===== src/rtl/fifo_read_stream_if.sv =====
// Read-side stream bundle of the async FIFO: empty/increment handshake toward the
// read-pointer logic, RAM read data, and the valid/ready stream to the consumer.
// Optional macro: FIFO_RD_LEVEL_EN adds out_level (words buffered plus in flight).
interface fifo_read_stream_if #(
  parameter int unsigned DATA_W    = 8,
  parameter int unsigned BUF_DEPTH = 2
);

  logic              rempty;
  logic              rinc;
  logic [DATA_W-1:0] rdata;
  logic              out_valid;
  logic              out_ready;
  logic [DATA_W-1:0] out_data;

`ifdef FIFO_RD_LEVEL_EN
  localparam int unsigned LVL_W = $clog2(BUF_DEPTH) + 1;

  logic [LVL_W-1:0]  out_level;

  // Output stage side: consumes FIFO flags/data, produces the stream
  modport master (
    input  rempty, rdata, out_ready,
    output rinc, out_valid, out_data, out_level
  );

  // Environment side: FIFO/RAM and consumer
  modport slave (
    output rempty, rdata, out_ready,
    input  rinc, out_valid, out_data, out_level
  );
`else
  // Output stage side: consumes FIFO flags/data, produces the stream
  modport master (
    input  rempty, rdata, out_ready,
    output rinc, out_valid, out_data
  );

  // Environment side: FIFO/RAM and consumer
  modport slave (
    output rempty, rdata, out_ready,
    input  rinc, out_valid, out_data
  );
`endif

endinterface


===== src/rtl/fifo_read_stream.sv =====
// fifo_read_stream: read-domain output stage of the async FIFO. Issues rinc while the
// FIFO is non-empty and skid-buffer credit exists, captures RAM read data one cycle
// later, and presents the buffered words as a registered valid/ready stream.
// Optional macro: FIFO_RD_LEVEL_EN adds out_level = buffered count + in-flight read.
module fifo_read_stream #(
  parameter int unsigned DATA_W    = 8,
  parameter int unsigned BUF_DEPTH = 2
) (
  input  logic               clk,
  input  logic               rst_n,
  fifo_read_stream_if.master bus
);

  localparam int unsigned PTR_W = $clog2(BUF_DEPTH);
  localparam int unsigned CNT_W = PTR_W + 1;
  localparam int unsigned SUM_W = CNT_W + 1;

  logic [CNT_W-1:0]  count_q;
  logic [CNT_W-1:0]  count_nxt;
  logic              inflight_q;
  logic [PTR_W-1:0]  head_q;
  logic [PTR_W-1:0]  tail_q;
  logic [PTR_W-1:0]  head_nxt;
  logic [DATA_W-1:0] buf_q [BUF_DEPTH];
  logic              out_valid_q;
  logic [DATA_W-1:0] out_data_q;
  logic [DATA_W-1:0] out_data_nxt;
  logic              pop;
  logic              rinc;
  logic [SUM_W-1:0]  occ_after_pop;

  // Credit check, next occupancy and the next head word (with same-cycle write bypass)
  always_comb begin
    pop           = out_valid_q & bus.out_ready;
    occ_after_pop = SUM_W'(count_q) + SUM_W'(inflight_q) - SUM_W'(pop);
    rinc          = rst_n & ~bus.rempty & (occ_after_pop < SUM_W'(BUF_DEPTH));
    count_nxt     = CNT_W'(occ_after_pop);
    head_nxt      = head_q + PTR_W'(pop);
    out_data_nxt  = buf_q[head_nxt];
    if (inflight_q && (tail_q == head_nxt)) begin
      out_data_nxt = bus.rdata;
    end
  end

  // Occupancy, in-flight marker, pointers and registered stream outputs
  always_ff @(posedge clk or negedge rst_n) begin
    if (!rst_n) begin
      count_q     <= '0;
      inflight_q  <= 1'b0;
      head_q      <= '0;
      tail_q      <= '0;
      out_valid_q <= 1'b0;
      out_data_q  <= '0;
    end else begin
      count_q     <= count_nxt;
      inflight_q  <= rinc;
      head_q      <= head_nxt;
      out_valid_q <= (count_nxt != '0);
      out_data_q  <= out_data_nxt;
      if (inflight_q) begin
        tail_q <= tail_q + PTR_W'(1);
      end
    end
  end

  // Skid-buffer storage; a RAM word lands here the cycle after its rinc
  always_ff @(posedge clk or negedge rst_n) begin
    if (!rst_n) begin
      for (int i = 0; i < BUF_DEPTH; i++) begin
        buf_q[i] <= '0;
      end
    end else if (inflight_q) begin
      buf_q[tail_q] <= bus.rdata;
    end
  end

`ifdef FIFO_RD_LEVEL_EN
  logic [CNT_W-1:0] level_q;

  // Level tracks count + inflight as they will stand next cycle
  always_ff @(posedge clk or negedge rst_n) begin
    if (!rst_n) begin
      level_q <= '0;
    end else begin
      level_q <= CNT_W'(SUM_W'(count_nxt) + SUM_W'(rinc));
    end
  end

  assign bus.out_level = level_q;
`endif

  assign bus.rinc      = rinc;
  assign bus.out_valid = out_valid_q;
  assign bus.out_data  = out_data_q;

endmodule


===== src/flat_wrapper.sv =====
// flat-port wrapper written by rule: the top's interface ports become plain ports
module fifo_read_stream_flat 
#(
  parameter int unsigned DATA_W    = 8,
  parameter int unsigned BUF_DEPTH = 2
)
  (clk, rst_n, bus_rempty, bus_rdata, bus_out_ready, bus_rinc, bus_out_valid, bus_out_data);
  fifo_read_stream_if #(.DATA_W(DATA_W), .BUF_DEPTH(BUF_DEPTH)) bus_i ();
  input  logic clk;
  input  logic rst_n;
  input wire logic [$bits(bus_i.rempty)-1:0] bus_rempty;
  input wire logic [$bits(bus_i.rdata)-1:0] bus_rdata;
  input wire logic [$bits(bus_i.out_ready)-1:0] bus_out_ready;
  output wire logic [$bits(bus_i.rinc)-1:0] bus_rinc;
  output wire logic [$bits(bus_i.out_valid)-1:0] bus_out_valid;
  output wire logic [$bits(bus_i.out_data)-1:0] bus_out_data;
  assign bus_i.rempty = bus_rempty;
  assign bus_i.rdata = bus_rdata;
  assign bus_i.out_ready = bus_out_ready;
  assign bus_rinc = bus_i.rinc;
  assign bus_out_valid = bus_i.out_valid;
  assign bus_out_data = bus_i.out_data;
  fifo_read_stream #(.DATA_W(DATA_W), .BUF_DEPTH(BUF_DEPTH)) u_core (.clk(clk), .rst_n(rst_n), .bus(bus_i));
endmodule

===== config.mk =====
export PLATFORM = sky130hd
export DESIGN_NAME = fifo_read_stream_flat
export DESIGN_NICKNAME = d
export VERILOG_FILES = /design/src/rtl/fifo_read_stream_if.sv /design/src/rtl/fifo_read_stream.sv /design/src/flat_wrapper.sv
export SDC_FILE = /design/constraint.sdc
export NUM_CORES = 1
export LEC_CHECK = 0
export ABC_AREA = 0
export CORE_MARGIN = 3
export CORE_UTILIZATION = 45
export CTS_CLUSTER_DIAMETER = 80
export DETAILED_ROUTE_END_ITERATION = 10
export PLACE_DENSITY = 0.64
export SETUP_SLACK_MARGIN = 0.3
export SKIP_LAST_GASP = 1
export SYNTH_ARGS = -nofsm -noshare
export SYNTH_HDL_FRONTEND = slang
export SYNTH_SLANG_ARGS = --single-unit
export TNS_END_PERCENT = 100

===== constraint.sdc =====
create_clock -name clk -period 2.8 [get_ports clk]
set_clock_uncertainty 0.1 [all_clocks]
set_input_delay 0.42 -clock clk [delete_from_list [all_inputs] [get_ports clk]]
set_output_delay 0.42 -clock clk [all_outputs]
set_load 0.005 [all_outputs]

==> flow_summary.yaml <==
clock_tree:
  clock_tree_from_tritoncts: "done"
  cts.hold.buffers_added: 0
  cts.reportedPaths.clkPinSlew_ns: 0.09
  number_of_h_tree_branching_levels: 2
  root_buffer: "sky130_fd_sc_hd__clkbuf_4"
  clk_latency_ns: 0.32
  cts_sinks: 30
  total_cts_buffers: 5
  cts_buffer_depth: 2
sta:
  slew_headroom_pct: 56.9
  time_the_worst_path_needs_with_i_o_delays_and_setup_ns: 2.73
  post-route-period-util_pct: 97.6
  grt_setup_unrepaired: "yes"
  hold_viol_final: 0
  total_neg_setup_slack_ns: 0
  tightest_slew_ns: 0.647
  setup_violations: 0
  finalMaxSlewViolations: 0
  worst_hold_slack_ns: 0.412
  max_clock_freq_ghz: 0.366
flow_run:
  max-cap-violations: 0
route:
  detail_route.wirelength_um: 2910
  final_routed_wire_length_divided_by_cell_count_um: 15.2
  remaining_drc_errors: 0
  routed_antenna_nets: 0
  drtPass1Iterations: 4
  num_vias: 1069
  first_iter_violations: 71
  drt-vias-per-instance: 5.60
setup_path:
  cp_max_fo: 2
  worst-endpoint-arrival_ns: 2.21
  worstPathBufferInverterCount: 2
  slowest_delay_ns: 0.48
  crit_chain: "and2_4, ha_4, inv_2, ha_4, fa_2, nor4b_4, buf_2"
  crit_path_max_delay_family: "adder cells"
  rr_worst_depth: 7
  critical_path_class: "reg -> out"
  end_kind: "primary output"
  timing.critical_path.slowest_stage_cell: "sky130_fd_sc_hd__fa_2"
  critical_path_depth: 7
  cp-start-kind: "register"
  worstPathRequired_ns: 2.28
  critPathMostFrequentCell: "sky130_fd_sc_hd__ha_4"
global_routing:
  grt_antenna_before_repair: 0
  gr-total-overflow: 0
  first_pass_grt_wire_length_um: 5130
  grt_start_max_net_pins: 31
  grt_pass1_vias: 1071
  grt_use_total_pct: 16.8
run_status:
  status: "complete, no violations"
floorplan:
  placementRows: 19
  design.portCount: 22
  core_area_um2: 2900
  chipWidth_um: 62.6
  initial_utilization_pct: 49.8
  die_area_um2: 3920
  die_height_um: 62.6
final_layout:
  insertedDiodeCount: 0
  post_route_cells_drive_above_1_share_pct: 26.2
  finish.net_count: 164
  synthToLayoutAreaGrowth_pct: 24.0
  final_core_utilization_pct: 61.7
  finish.instance_area_um2: 1790
power:
  vdd_drop_max_v: 0.000520
  pwr_density_cell_nw_per_um2: 1180
  post-layout-total-power_uw: 2120
  static-leakage-power_uw: 0.000728
yosys:
  ys_seq_elements: 30
  syn_avg_cell_area_um2: 11.9
  async_flop_share_pct: 100
  syn_inst: 121
  synth.cell_area_um2: 1440
  netlist_top_cells_area: "sky130_fd_sc_hd__dfrtp_1, sky130_fd_sc_hd__mux2_2, sky130_fd_sc_hd__o22ai_1"
  dominantRegCellSynth: "sky130_fd_sc_hd__dfrtp_1"
  synth.yosys.seq_area_share_pct: 52.0
  number_of_enable_type_register_cells_in_the_synthesized_netlist: 0
  synthesis.yosys.warnings: 0
  syn-num-nets: 136
  post_synth_num_cell_types: 24
  netlist.area_leader.share_pct: 52.0
  synth.largest_area_cell: "sky130_fd_sc_hd__dfrtp_1"
placed_design:
  port-buffer-count: 21
  dp.final_hpwl_um: 1880
  placed_area_um2: 1700
  place_congestion: 0.736
worst_hold_path:
  hold_class: "in -> async"
-- worst reg2reg max path, stage by stage, from the launching register on --
cell and delay [ns]:
sky130_fd_sc_hd__dfrtp_1 0.39, sky130_fd_sc_hd__and2_4 0.15, sky130_fd_sc_hd__ha_4 0.25, sky130_fd_sc_hd__inv_2 0.04, sky130_fd_sc_hd__ha_4 0.15, sky130_fd_sc_hd__fa_2 0.48, sky130_fd_sc_hd__buf_4 0.16, sky130_fd_sc_hd__or2_2 0.26
-- cell type report --
type,count,area [µm²]
fillers,248,1110
repair buffers,29,264
clock buffers,7,45.0
inverters,5,21.3
flip-flops and latches,30,751
multi-input cells,78,657
well taps,42,52.6
-- cell usage in the layout (no fill, tap or decap), types with 2 or more instances in the layout --
cell                              netlist  final
sky130_fd_sc_hd__o22ai_1               16     16
sky130_fd_sc_hd__inv_1                  4      3
sky130_fd_sc_hd__nor2b_1                9      9
sky130_fd_sc_hd__clkdlybuf4s50_1        0     19
sky130_fd_sc_hd__clkbuf_4               0      5
sky130_fd_sc_hd__mux2_2                16     16
sky130_fd_sc_hd__nand3_1                8      8
sky130_fd_sc_hd__clkbuf_1               1      2
sky130_fd_sc_hd__nand2_1               10     10
sky130_fd_sc_hd__dfrtp_1               30     30
sky130_fd_sc_hd__buf_4                  1      8
sky130_fd_sc_hd__a32oi_1                8      8
sky130_fd_sc_hd__ha_4                   0      2
-- path summary, 6_finish.rpt --
| check | from | endpoint | slack (ns) |
|---|---|---|---|
| min in group clk | u_core.buf_q[6]$_DFFE_PN0P_ | u_core.buf_q[6]$_DFFE_PN0P_ | 0.41 |
| worst min-delay path | rst_n | u_core.inflight_q$_DFF_PN0_ | 0.41 |
| worst max register to register | u_core.bus.out_valid$_DFF_PN0_ | u_core.bus.out_valid$_DFF_PN0_ | 0.72 |
| max in group asynchronous | rst_n | u_core.buf_q[5]$_DFFE_PN0P_ | 1.90 |
| worst min register to register | u_core.buf_q[6]$_DFFE_PN0P_ | u_core.buf_q[6]$_DFFE_PN0P_ | 0.41 |
| worst max-delay path | u_core.bus.out_valid$_DFF_PN0_ | bus_rinc | 0.07 |
-- metrics by stage --
step | instances | setup slack, ns
final | 191 | 0.0683
after global routing | 191 | -0.0471
after CTS | 191 | 0.0531
after detailed placement | 183 | -0.642
after global placement | 183 | -0.587
after floorplan | 121 | 0.371
-- cell usage after synthesis (2+ instances only) --
cell	n
sky130_fd_sc_hd__dfrtp_1	30
sky130_fd_sc_hd__mux2_2	16
sky130_fd_sc_hd__o22ai_1	16
sky130_fd_sc_hd__nand2_1	10
sky130_fd_sc_hd__nor2b_1	9
sky130_fd_sc_hd__a32oi_1	8
sky130_fd_sc_hd__nand3_1	8
sky130_fd_sc_hd__buf_2	4
sky130_fd_sc_hd__inv_1	4
sky130_fd_sc_hd__ha_1	2
-- cells by family after synthesis --
logic type	count (synthesis)	synth area share [%]
fa+ha+maj	3	3.12
buf+inv	13	5.46
simple gates	31	11.5
xor+xnor	3	3.12
flops	30	52.0
compound gates	25	12.3
mux	16	12.5
-- layer usage --
| metal | GRT usage, % | part of all wire [%] |
|---|---|---|
| met1 | 21.8 | 46 |
| met4 | 8.26 | 1.3 |
| met5 | 0 | 0 |
| met2 | 26.1 | 48 |
| met3 | 4.50 | 5.1 |
-- state kept, by name (all words and copies together) (netlist names) --
signal / count
u_core.buf_q: 16
u_core.bus.out_data: 8
u_core.bus.out_valid: 1
u_core.count_q: 2
u_core.head_q: 1
u_core.inflight_q: 1
u_core.tail_q: 1
-- what timing repair did --
action | 4_1_cts | 5_1_grt
setup buffers | 1 | 0
gates resized for setup | 12 | 0
pin swaps | 4 | 0
endpoints found under the setup margin | 1 | 1
-- power breakdown --
| part | switching, µW | internal [µW] | leakage [µW] | total [µW] |
|---|---|---|---|---|
| registers | 149 | 657 | 0.000358 | 807 |
| logic | 485 | 596 | 0.000345 | 1080 |
| clock network | 137 | 94.5 | 0.0000254 | 232 |
| total | 772 | 1350 | 0.000728 | 2120 |
(Power assumes the default switching activity.)
